--- src/rtl/sr_mon_pkg.sv ---
// rtl/sr_mon_pkg.sv - shared FSM type and SR command codes for the SR flop monitor
package sr_mon_pkg;

  typedef enum logic [1:0] {
    UNKNOWN = 2'b00,
    TRACK   = 2'b01,
    FAULT   = 2'b10
  } mon_state_t;

  localparam logic [1:0] SR_HOLD   = 2'b00;
  localparam logic [1:0] SR_RST    = 2'b01;
  localparam logic [1:0] SR_SET    = 2'b10;
  localparam logic [1:0] SR_FORBID = 2'b11;

endpackage

--- src/rtl/sr_mon_sat_cnt.sv ---
// rtl/sr_mon_sat_cnt.sv - saturating event counter with synchronous clear
module sr_mon_sat_cnt #(
  parameter int W = 16
) (
  input  logic         clk,
  input  logic         rst_n,
  input  logic         clr,
  input  logic         inc,
  output logic [W-1:0] cnt
);

  logic [W-1:0] cnt_q, cnt_d;

  always_comb begin
    cnt_d = cnt_q;
    if (clr) begin
      cnt_d = '0;
    end else if (inc && (cnt_q != {W{1'b1}})) begin
      cnt_d = cnt_q + W'(1);
    end
  end

  always_ff @(posedge clk or negedge rst_n) begin
    if (!rst_n) begin
      cnt_q <= '0;
    end else begin
      cnt_q <= cnt_d;
    end
  end

  assign cnt = cnt_q;

endmodule

--- src/rtl/sr_ff_monitor.sv ---
// rtl/sr_ff_monitor.sv - passive checker tracking a clocked SR flop against a reference model
module sr_ff_monitor
  import sr_mon_pkg::*;
#(
  parameter int CNT_W       = 16,
  parameter bit STOP_ON_ERR = 1'b1
) (
  input  logic             clk,
  input  logic             rst_n,
  input  logic             en,
  input  logic             clr,
  input  logic             S,
  input  logic             R,
  input  logic             Q,
  input  logic             Q_bar,
  output logic [1:0]       state,
  output logic             mismatch,
  output logic             forbidden,
  output logic             err_sticky,
  output logic [CNT_W-1:0] cnt_set,
  output logic [CNT_W-1:0] cnt_reset,
  output logic [CNT_W-1:0] cnt_hold,
  output logic [CNT_W-1:0] cnt_forbid,
  output logic [CNT_W-1:0] cnt_mismatch
);

  mon_state_t state_q;
  logic       q_model_q;
  logic       exp_valid_q;
  logic       mismatch_q;
  logic       forbidden_q;
  logic       err_q;

  logic [1:0] sr;
  logic       sample;
  logic       mis_now;
  logic       forb_now;

  assign sr       = {S, R};
  assign sample   = en && !clr;
  // Q observed now reflects the command sampled one edge earlier, held in q_model_q.
  assign mis_now  = sample && exp_valid_q && (state_q != FAULT) &&
                    ((Q != q_model_q) || (Q_bar == Q));
  assign forb_now = sample && (sr == SR_FORBID);

  always_ff @(posedge clk or negedge rst_n) begin
    if (!rst_n) begin
      state_q     <= UNKNOWN;
      q_model_q   <= 1'b0;
      exp_valid_q <= 1'b0;
      mismatch_q  <= 1'b0;
      forbidden_q <= 1'b0;
      err_q       <= 1'b0;
    end else begin
      mismatch_q  <= mis_now;
      forbidden_q <= forb_now;
      if (clr) begin
        state_q     <= UNKNOWN;
        q_model_q   <= 1'b0;
        exp_valid_q <= 1'b0;
        err_q       <= 1'b0;
      end else if (en) begin
        err_q <= err_q | mis_now;
        case (sr)
          SR_SET: begin
            q_model_q   <= 1'b1;
            exp_valid_q <= 1'b1;
          end
          SR_RST: begin
            q_model_q   <= 1'b0;
            exp_valid_q <= 1'b1;
          end
          SR_FORBID: exp_valid_q <= 1'b0;
          default:   ;
        endcase
        case (state_q)
          UNKNOWN: if ((sr == SR_SET) || (sr == SR_RST)) state_q <= TRACK;
          TRACK: begin
            // A real mismatch outranks a forbidden command seen on the same edge.
            if (mis_now && STOP_ON_ERR) state_q <= FAULT;
            else if (forb_now)          state_q <= UNKNOWN;
          end
          default: ;
        endcase
      end
    end
  end

  assign state      = state_q;
  assign mismatch   = mismatch_q;
  assign forbidden  = forbidden_q;
  assign err_sticky = err_q;

  sr_mon_sat_cnt #(.W(CNT_W)) u_cnt_set (
    .clk(clk), .rst_n(rst_n), .clr(clr), .inc(sample && (sr == SR_SET)), .cnt(cnt_set)
  );

  sr_mon_sat_cnt #(.W(CNT_W)) u_cnt_reset (
    .clk(clk), .rst_n(rst_n), .clr(clr), .inc(sample && (sr == SR_RST)), .cnt(cnt_reset)
  );

  sr_mon_sat_cnt #(.W(CNT_W)) u_cnt_hold (
    .clk(clk), .rst_n(rst_n), .clr(clr), .inc(sample && (sr == SR_HOLD)), .cnt(cnt_hold)
  );

  sr_mon_sat_cnt #(.W(CNT_W)) u_cnt_forbid (
    .clk(clk), .rst_n(rst_n), .clr(clr), .inc(forb_now), .cnt(cnt_forbid)
  );

  sr_mon_sat_cnt #(.W(CNT_W)) u_cnt_mismatch (
    .clk(clk), .rst_n(rst_n), .clr(clr), .inc(mis_now), .cnt(cnt_mismatch)
  );

endmodule
--- config.mk ---
export PLATFORM = sky130hd
export DESIGN_NAME = sr_ff_monitor
export DESIGN_NICKNAME = d
export VERILOG_FILES = /design/src/rtl/sr_mon_pkg.sv /design/src/rtl/sr_mon_sat_cnt.sv /design/src/rtl/sr_ff_monitor.sv
export SDC_FILE = /design/constraint.sdc
export NUM_CORES = 1
export LEC_CHECK = 0
export ABC_AREA = 0
export CORE_MARGIN = 5
export CORE_UTILIZATION = 45
export CTS_BUF_LIST = sky130_fd_sc_hd__clkbuf_8
export CTS_CLUSTER_DIAMETER = 80
export DETAILED_ROUTE_END_ITERATION = 10
export HOLD_SLACK_MARGIN = 0.08
export PLACE_DENSITY = 0.71
export SLEW_MARGIN = 40
export SYNTH_ARGS = -nofsm -noshare
export SYNTH_HDL_FRONTEND = slang
export SYNTH_SLANG_ARGS = --single-unit
export TNS_END_PERCENT = 30
--- constraint.sdc ---
create_clock -name clk -period 5.1 [get_ports clk]
set_input_delay 1.02 -clock clk [delete_from_list [all_inputs] [get_ports clk]]
set_output_delay 1.02 -clock clk [all_outputs]
set_load 0.005 [all_outputs]
After elaboration in Yosys (flattened, before gate mapping)
Cells that the tools add are included.
{"block": "totals", "regBits": 87, "in_bits": 8, "output_inout_bits": 85}
{"block": "op_classes", "addsub": 5, "n_eq_ne": 14, "muxes": 24, "bitwise_logic": 1, "n_reduce_logical": 31}
{"cell": "$mux 16", "n": 10}
{"cell": "$add 16x1->16 const B", "n": 5}
{"cell": "$ne 16x16->1 const B", "n": 5}
{"cell": "$logic_and 1x1->1", "n": 13}
{"cell": "$reduce_bool 2->1", "n": 6}
{"cell": "$mux 2", "n": 5}
{"cell": "$reduce_bool 3->1", "n": 3}
{"cell": "$mux 1", "n": 6}
{"cell": "$eq 2x1->1 const B", "n": 2}
{"cell": "$eq 2x2->1 const B", "n": 2}
{"cell": "$logic_not 2->1", "n": 2}
{"cell": "$ne 4x4->1 const B", "n": 1}
{"cell": "$pmux 1 s2", "n": 2}
{"cell": "$pmux 2 s2", "n": 1}
{"cell": "$reduce_and 2->1", "n": 2}
{"cell": "$reduce_and 4->1", "n": 1}
{"cell": "$ne 3x3->1 const B", "n": 1}
{"cell": "$logic_or 1x1->1", "n": 2}
{"cell": "$ne 2x2->1 const B", "n": 1}
{"cell": "$reduce_or 2->1", "n": 1}
{"cell": "$eq 1x1->1", "n": 1}
{"cell": "$logic_not 1->1", "n": 1}
{"cell": "$ne 1x1->1", "n": 1}
{"cell": "$or 1x1->1", "n": 1}

Depth between registers and ports, before layout
Gate-level depths: netlist (run 1).
{"block": "logic_depth", "word_depth": 9, "mapped_depth": 8, "ltp_nobuf": 7}

By module
From an unflattened synthesis (run 1), not the netlist that was laid out.
{"block": "hier_totals", "cells_unflattened": 530, "area_unflattened_um2": 5112.4}
{"module": "sr_mon_sat_cnt", "n_inst": 5, "cells_per_inst": 98, "area_each_um2": 942.2, "seq_area_each_um2": 400.4}
{"module": "sr_ff_monitor", "n_inst": 1, "cells_per_inst": 40, "area_each_um2": 401.6, "seq_area_each_um2": 175.2}

Least setup slack after synthesis (run 1)
No wires, ideal clock.
{"block": "synth_timing", "path_type": "input port to flip-flop", "startpoint": "input R", "endpoint": "register u_cnt_hold.cnt_q[13] (netlist: u_cnt_hold.cnt[13])", "setup_time_ns": 0.132, "arrival_ns": 2.281, "slack_ns": 2.687, "path_stages": 8, "path_buffers": 1, "cell_sequence": "inv_1 > ha_1 > nand3b_4 > or3_1 > clkbuf_2 > nor4_1 > xnor2_1 > nor2_1"}
{"block": "synth_between", "elab_chain_len": 4}
{"item": "start, declared", "line_no": "sr_ff_monitor.sv:13", "text": "input logic R,"}
{"item": "$logic_not 2->1", "line_no": "sr_ff_monitor.sv:103", "text": ".clk(clk), .rst_n(rst_n), .clr(clr), .inc(sample && (sr == SR_HOLD)), .cnt(cnt_hold)"}
{"item": "$logic_and 1x1->1", "line_no": "sr_ff_monitor.sv:103"}
{"item": "$logic_and 1x1->1", "line_no": "sr_mon_sat_cnt.sv:18", "text": "end else if (inc && (cnt_q != {W{1'b1}})) begin"}
{"item": "$reduce_bool 2->1 (no line)"}
{"item": "end signal, assigned", "line_no": "sr_mon_sat_cnt.sv:27", "text": "cnt_q <= cnt_d;"}
{"item": "end, declared", "line_no": "sr_mon_sat_cnt.sv:12", "text": "logic [W-1:0] cnt_q, cnt_d;"}
Every way passes these cells.
A chain may end at the register's enable or synchronous reset.

Final worst setup path (run 1)
{"block": "layout_timing", "startpoint": "input en", "endpoint": "register u_cnt_mismatch.cnt_q[13] (netlist: u_cnt_mismatch.cnt[13])"}
{"block": "layout_between", "elab_chain_len": 6}
{"item": "start, declared", "line_no": "sr_ff_monitor.sv:10", "text": "input logic en,"}
{"item": "$logic_and 1x1->1", "line_no": "sr_ff_monitor.sv:40", "text": "assign sample = en && !clr;"}
{"item": "$logic_and 1x1->1 (3 in a row)", "line_no": "sr_ff_monitor.sv:42", "text": "assign mis_now = sample && exp_valid_q && (state_q != FAULT) &&"}
{"item": "$logic_and 1x1->1", "line_no": "sr_mon_sat_cnt.sv:18"}
{"item": "$reduce_bool 2->1 (no line)"}
{"item": "end signal, assigned", "line_no": "sr_mon_sat_cnt.sv:27"}
{"item": "end, declared", "line_no": "sr_mon_sat_cnt.sv:12"}
Every way passes these cells.

==> flow_metrics.py, run 1 <==
metrics = {
    "run_status": {
        "status": "finished, final reports clean",
    },
    "yosys": {
        "synth-seq-area-share_pct": 47.0,
        "synth_cell_types": 49,
        "yosys.area_share.simple_pct": 30.2,
        "synth-main-ff-cell": "dfrtp_1",
        "synth_nets": 494,
        "synth-xor-area-share_pct": 12.1,
        "synth_top_family_by_area": "simple AND/OR/NAND/NOR gates",
        "yosysTopAreaCellShare_pct": 47.0,
        "synth.area.top_cells": "dfrtp_1 (47%), xnor2_1 (8.9%), nor2_1 (6.6%), nand4_1 (3.8%), xor2_1 (3.2%)",
        "synthMuxAreaShare_pct": 1.08,
        "synthAdderAreaFrac_pct": 2.43,
        "synth_area_um2": 4640,
        "synth.most_common_cell": "dfrtp_1",
        "synth_top_cell_by_area": "dfrtp_1",
        "synth_enable_flop_cells": 0,
        "avgSynthCellArea_um2": 9.72,
        "synth_common_cells": "dfrtp_1 (87), nor2_1 (81), xnor2_1 (47)",
        "yosys_warnings": 0,
        "synth_cells": 477,
        "synth_seq_cells": 87,
        "ys_async_sr_fraction_pct": 100,
        "synth-compound-area-share_pct": 4.99,
    },
    "die": {
        "dieArea_um2": 12400,
        "fp.dieH_um": 112,
        "num_io_pins": 93,
        "rows": 37,
        "die_width_um": 112,
        "fp.coreArea_um2": 10200,
        "initial_core_util_pct": 45.5,
    },
    "critical_path": {
        "critPathCaptureType": "flop",
        "rr_endpoint": "u_cnt_set.cnt[3]$_DFFE_PN0P_",
        "setup.worst_path.class": "input port to flop",
        "arrival_ns": 3.17,
        "crit_required_ns": 5.31,
        "critical_path_peak_fanout": 18,
        "reg2regPathDepth": 6,
        "startpoint_type": "input port",
        "rrSetupSlack_ns": 2.91,
        "critical_path.endpoint": "u_cnt_mismatch.cnt[13]$_DFFE_PN0P_",
        "startpoint": "en",
        "r2r-start": "u_cnt_set.cnt[0]$_DFFE_PN0P_",
    },
    "clock_tree": {
        "cts_setup_buffers": 0,
        "clock_path_buffers": 2,
        "clk_pin_slew_ns": 0.08,
        "cts-resized-gates": 0,
        "cts.sinks": 87,
        "cts_tree": "yes",
        "cts_htree_levels": 3,
        "clock-root-buffer": "clkbuf_8",
        "cts_buffers": 9,
        "clock_latency_ns": 0.34,
        "cts_hold_buf": 0,
    },
    "sta": {
        "rsz0062_at_grt": "false",
        "setup_ws_ns": 2.14,
        "slew_headroom_pct": 47.0,
        "slew_viol_final": 0,
        "finalClockSkew_ns": 0.00708,
        "hold_viol": 0,
        "period_needed_ns": 2.96,
        "tightest_slew_ns": 0.784,
        "fin_crit_sh_pct": 58.1,
        "max_freq_mhz": 337,
        "setup_viol": 0,
        "tns_ns": 0,
    },
    "power_and_ir_drop": {
        "max-vdd-ir-drop_mv": 0.125,
        "power_density_nw_per_um2": 205,
        "p_leak_nw": 2.28,
    },
    "global_route": {
        "grt_pass1_wl_um": 17900,
        "grtUsageMet3_pct": 4.35,
        "grtUsageMet1_pct": 22.3,
        "grt.total_usage_pct": 16.9,
        "grt_pass1_vias": 3765,
        "antenna_found_initial": 0,
        "met2_usage_pct": 27.8,
        "grt_most_used_layer": "met2",
        "grt_max_degree": 88,
        "grt_overflow_total": 0,
    },
    "place": {
        "port-buffer-count": 92,
        "hpwl_um": 7400,
        "dp_slack_ns": 1.79,
        "gp_congestion": 0.834,
    },
    "cells_and_area": {
        "multi_input_area_um2": 2360,
        "num-nets-final": 582,
        "seqCellArea_um2": 2180,
        "fillCellCount": 911,
        "diodes": 0,
        "area_delta_synth_final_pct": 26.1,
        "drive_gt1_share_pct": 5.80,
    },
    "detailed_routing": {
        "dr.first_iter.drc_count": 204,
        "vias": 3856,
        "drc_errors": 0,
        "wl_per_cell_um": 14.9,
        "drt_first_pass_iters": 4,
        "wirelength_um": 10500,
        "ant_nets": 0,
        "via_per_inst": 5.47,
    },
    "hold_path": {
        "holdPathStages": 2,
        "hp-class": "flop to flop",
    },
    "run": {
        "max_cap_viol_count": 0,
    },
}
-- registers in the layout, indices dropped and copies added (netlist names) --
signal and cells:
err_sticky 1, exp_valid_q 1, forbidden 1, mismatch 1
q_model_q 1, state 2, u_cnt_forbid.cnt 16, u_cnt_hold.cnt 16
u_cnt_mismatch.cnt 16, u_cnt_reset.cnt 16, u_cnt_set.cnt 16
-- worst max-delay path, stage by stage --
cell,delay (ns)
clkdlybuf4s50_1,0.78
and3b_1,0.25
nand4_2,0.39
nor3_1,0.49
a21o_1,0.18
a21oi_1,0.05
-- per-layer routing --
metal	wire length (um)	vias up
li1	-	1880
met1	4850	1873
met2	4960	95
met3	578	8
met4	101	0
met5	0	-
-- worst min-delay path by stage --
| stage | from | end | slack (ns) |
|---|---|---|---|
| 6_report | err_sticky$_DFFE_PN0N_ | err_sticky$_DFFE_PN0N_ | 0.53 |
| 4_1_cts | err_sticky$_DFFE_PN0N_ | err_sticky$_DFFE_PN0N_ | 0.54 |
| 3_3_place_gp | err_sticky$_DFFE_PN0N_ | err_sticky$_DFFE_PN0N_ | 0.53 |
| 3_5_place_dp | err_sticky$_DFFE_PN0N_ | err_sticky$_DFFE_PN0N_ | 0.53 |
| 5_1_grt | err_sticky$_DFFE_PN0N_ | err_sticky$_DFFE_PN0N_ | 0.59 |
| 2_1_floorplan | u_cnt_set.cnt[3]$_DFFE_PN0P_ | u_cnt_set.cnt[3]$_DFFE_PN0P_ | 0.51 |
-- per-stage QoR --
stage | instances | area [um^2] | total power, W | util (%) | hold WS, ns
after floorplan | 477 | 4640 | 0.000740 | - | 0.508
after global placement | 690 | 5650 | 0.000771 | 55.5 | 0.527
after detailed placement | 690 | 5660 | 0.000773 | 55.6 | 0.526
after CTS | 705 | 5850 | 0.00122 | 57.4 | 0.536
after global routing | 705 | 5850 | 0.00125 | 57.4 | 0.587
final | 705 | 5850 | 0.00120 | 57.4 | 0.528
-- cells in the final DEF, fill, tap and decap left out, drive strengths merged, types with 2 or more instances in the layout --
cell,count
a21oi,11
nand2b,3
clkdlybuf4s50,90
nand4,29
clkinv,2
nand2,28
nor4b,6
nor3,19
nand3b,4
nor3b,8
dfrtp,87
nor4,18
o211ai,2
ha,9
or2,3
nor2,81
mux2i,5
and2,2
a31oi,4
o21a,2
inv,7
xnor2,47
a211oi,3
clkbuf,13
and4,6
or3,6
o2111ai,2
buf,2
o21ai,8
and3,10
nand3,23
xor2,17
-- area by class of cell --
| type | count | area share [%] |
|---|---|---|
| sequential | 87 | 37.2 |
| inverter | 7 | 0.449 |
| clock buffer | 12 | 2.82 |
| multi-input combinational | 367 | 40.4 |
| clock inverter | 3 | 0.300 |
| tap | 136 | 2.91 |
| timing repair buffer | 93 | 15.9 |
-- where the power goes --
part	switching (W)	internal, W	total, W
Combinational	0.0000386	0.0000206	0.0000591
Clock	0.000228	0.000213	0.000441
Sequential	0.00000443	0.000693	0.000698
Total	0.000271	0.000927	0.00120
-- cells by family (layout without fill, tap and decap cells) --
| logic type | after synthesis | after routing |
|---|---|---|
| xor+xnor | 64 | 64 |
| buf+inv | 23 | 115 |
| flops | 87 | 87 |
| fa+ha+maj | 9 | 9 |
| simple gates | 253 | 253 |
| mux | 5 | 5 |
| compound gates | 36 | 36 |
No activity file was read; power rests on OpenSTA's default activity.
==> inputs of run 2 (changes only) <==
==> constraint.sdc (replaced) <==
create_clock -name clk -period 2.85 [get_ports clk]
set_input_delay 0.57 -clock clk [delete_from_list [all_inputs] [get_ports clk]]
set_output_delay 0.57 -clock clk [all_outputs]
set_load 0.005 [all_outputs]
==> run 2 against run 1 <==
Worst setup slack lost 1.6 ns; design area rose by 1.3%; combinational power increased by 90%; critical path depth unchanged; clock skew grew 0.0039 ns; global-route usage is 0.80 points higher; via count rose by 3.0%; clock power increased by 100%; utilization up 0.77 points; non-clock buffer count rose by 8; critical endpoint unchanged; largest power group unchanged.
==> flow_metrics.py, run 2 (same netlist as run 1, synthesis figures left out) <==
metrics = {
    "run_status": {
        "status": "finished, final reports clean",
    },
    "detailed_routing": {
        "ant_nets": 0,
        "vias": 3971,
        "wirelength_um": 10700,
        "dr.first_iter.drc_count": 221,
        "via_per_inst": 5.56,
        "drc_errors": 0,
        "wl_per_cell_um": 15.0,
        "drt_first_pass_iters": 5,
    },
    "cells_and_area": {
        "mostFrequentLayoutCells": "clkdlybuf4s50_1 (90), dfrtp_1 (87), nor2_1 (81), xnor2_1 (47)",
        "drive_gt1_share_pct": 7.27,
        "mostFrequentLayoutCell": "clkdlybuf4s50_1",
        "final_area_um2": 5930,
        "num-nets-final": 590,
        "diodes": 0,
        "final_util_pct": 58.2,
        "area_delta_synth_final_pct": 27.8,
        "fillCellCount": 912,
    },
    "place": {
        "port-buffer-count": 92,
        "hpwl_um": 7730,
        "postPlaceCellArea_um2": 5720,
        "gp_congestion": 0.877,
    },
    "sta": {
        "slew_viol_final": 0,
        "slew_headroom_pct": 62.5,
        "hold_ws_ns": 0.199,
        "tns_ns": 0,
        "rsz0062_at_grt": "false",
        "period_needed_ns": 2.27,
        "setup_viol": 0,
        "max_freq_mhz": 441,
        "fin_crit_sh_pct": 79.7,
        "finalClockSkew_ns": 0.0110,
        "tightest_slew_ns": 0.557,
        "hold_viol": 0,
    },
    "power_and_ir_drop": {
        "power_w": 0.00225,
        "p_leak_nw": 2.32,
        "max-vdd-ir-drop_mv": 0.247,
        "power_density_nw_per_um2": 380,
    },
    "critical_path": {
        "critPathCaptureType": "flop",
        "setup.worst_path.class": "input port to flop",
        "rr_endpoint": "u_cnt_forbid.cnt[12]$_DFFE_PN0P_",
        "slowest_stage": "clkdlybuf4s50_1",
        "reg2regPathDepth": 7,
        "startpoint_type": "input port",
        "rrSetupSlack_ns": 0.78,
        "worstPathCellList": "clkdlybuf4s50_1 -> and3b_1 -> nand4_2 -> nor3_1 -> a21o_1 -> a21oi_1",
        "critical_path_peak_fanout": 18,
        "slowest_delay_ns": 0.58,
        "cp_num_buf_inv": 1,
        "crit_required_ns": 3.07,
        "crit_family": "simple AND/OR/NAND/NOR gates",
        "r2r-start": "u_cnt_forbid.cnt[0]$_DFFE_PN0P_",
        "arrival_ns": 2.49,
    },
    "die": {
        "fp.dieH_um": 112,
        "num_io_pins": 93,
        "fp.coreArea_um2": 10200,
        "dieArea_um2": 12400,
        "initial_core_util_pct": 45.5,
        "die_width_um": 112,
        "rows": 37,
    },
    "hold_path": {
        "hp-class": "input port to async pin",
    },
    "clock_tree": {
        "cts_tree": "yes",
        "cts.sinks": 87,
        "clock_latency_ns": 0.36,
        "cts_setup_buffers": 0,
        "clock-root-buffer": "clkbuf_8",
        "cts-resized-gates": 0,
        "cts_buffers": 9,
        "cts_htree_levels": 3,
        "cts_hold_buf": 0,
        "clk_pin_slew_ns": 0.09,
        "clock_path_buffers": 2,
    },
    "global_route": {
        "grt_overflow_total": 0,
        "grt_pass1_wl_um": 18700,
        "antenna_found_initial": 0,
        "grt_pass1_vias": 3877,
        "grt.total_usage_pct": 17.7,
        "grt_max_degree": 47,
    },
    "run": {
        "max_cap_viol_count": 0,
    },
}
-- run 2: changes by cell type in the layout (fill, tap and decap cells not counted) --
cell,previous run,this run
buf_12,0,1
buf_2,0,1
buf_4,2,9
bufinv_16,0,1
clkbuf_8,13,10
clkinv_2,2,1
clkinv_4,0,2
inv_6,0,1
nor4_2,2,3
nor4_4,2,1
-- run 2: how the worst max path moves through the flow --
stage | end | from | slack, ns | cells after the start
final | u_cnt_mismatch.cnt[13]$_DFFE_PN0P_ | en | 0.58 | 6
after CTS | u_cnt_mismatch.cnt[6]$_DFFE_PN0P_ | en | 0.59 | 6
after global placement | u_cnt_mismatch.cnt[13]$_DFFE_PN0P_ | en | 0.28 | 6
after floorplan | u_cnt_hold.cnt[15]$_DFFE_PN0P_ | R | 0.89 | 8
after detailed placement | u_cnt_hold.cnt[13]$_DFFE_PN0P_ | R | 0.21 | 8
after global routing | u_cnt_mismatch.cnt[13]$_DFFE_PN0P_ | en | 0.42 | 6
-- run 2: area by class of cell --
class / instances / area [um^2] / area share, %
flip-flops and latches: 87 / 2180 / 36.7
inverters: 7 / 26.3 / 0.443
well taps: 136 / 170 / 2.87
repair buffers: 101 / 993 / 16.8
clock buffers: 10 / 138 / 2.32
clock inverters: 6 / 68.8 / 1.16
multi-input cells: 367 / 2350 / 39.7
-- run 2: routing by layer --
metal  vias to the layer above  track usage (%)  share of wire (%)
met2                       117             28.6                 47
met3                        16             4.35                5.0
met5                         -                0                  0
li1                       1893                -                  -
met4                         0             5.43                1.3
met1                      1945             23.8                 46
-- run 2: where the power goes --
part / total, W / internal, W / leakage, nW / switching (W)
Clock: 0.000888 / 0.000434 / 0.103 / 0.000454
Sequential: 0.00125 / 0.00124 / 1.21 / 0.00000887
Combinational: 0.000112 / 0.0000424 / 1.00 / 0.0000700
-- run 2: worst reg2reg max path: stages (launching register included) --
cell and delay (ns):
dfrtp_1 0.43, ha_1 0.20, nand4_1 0.20, nor4_2 0.58, buf_4 0.26, nor3_1 0.07
xnor2_1 0.16, nor2_1 0.06
-- run 2: stage by stage --
stage / setup slack [ns] / cells
global placement: 0.284 / 698
detailed placement: 0.208 / 698
floorplan: 0.887 / 477
CTS: 0.591 / 714
global route: 0.419 / 714
finish: 0.580 / 714
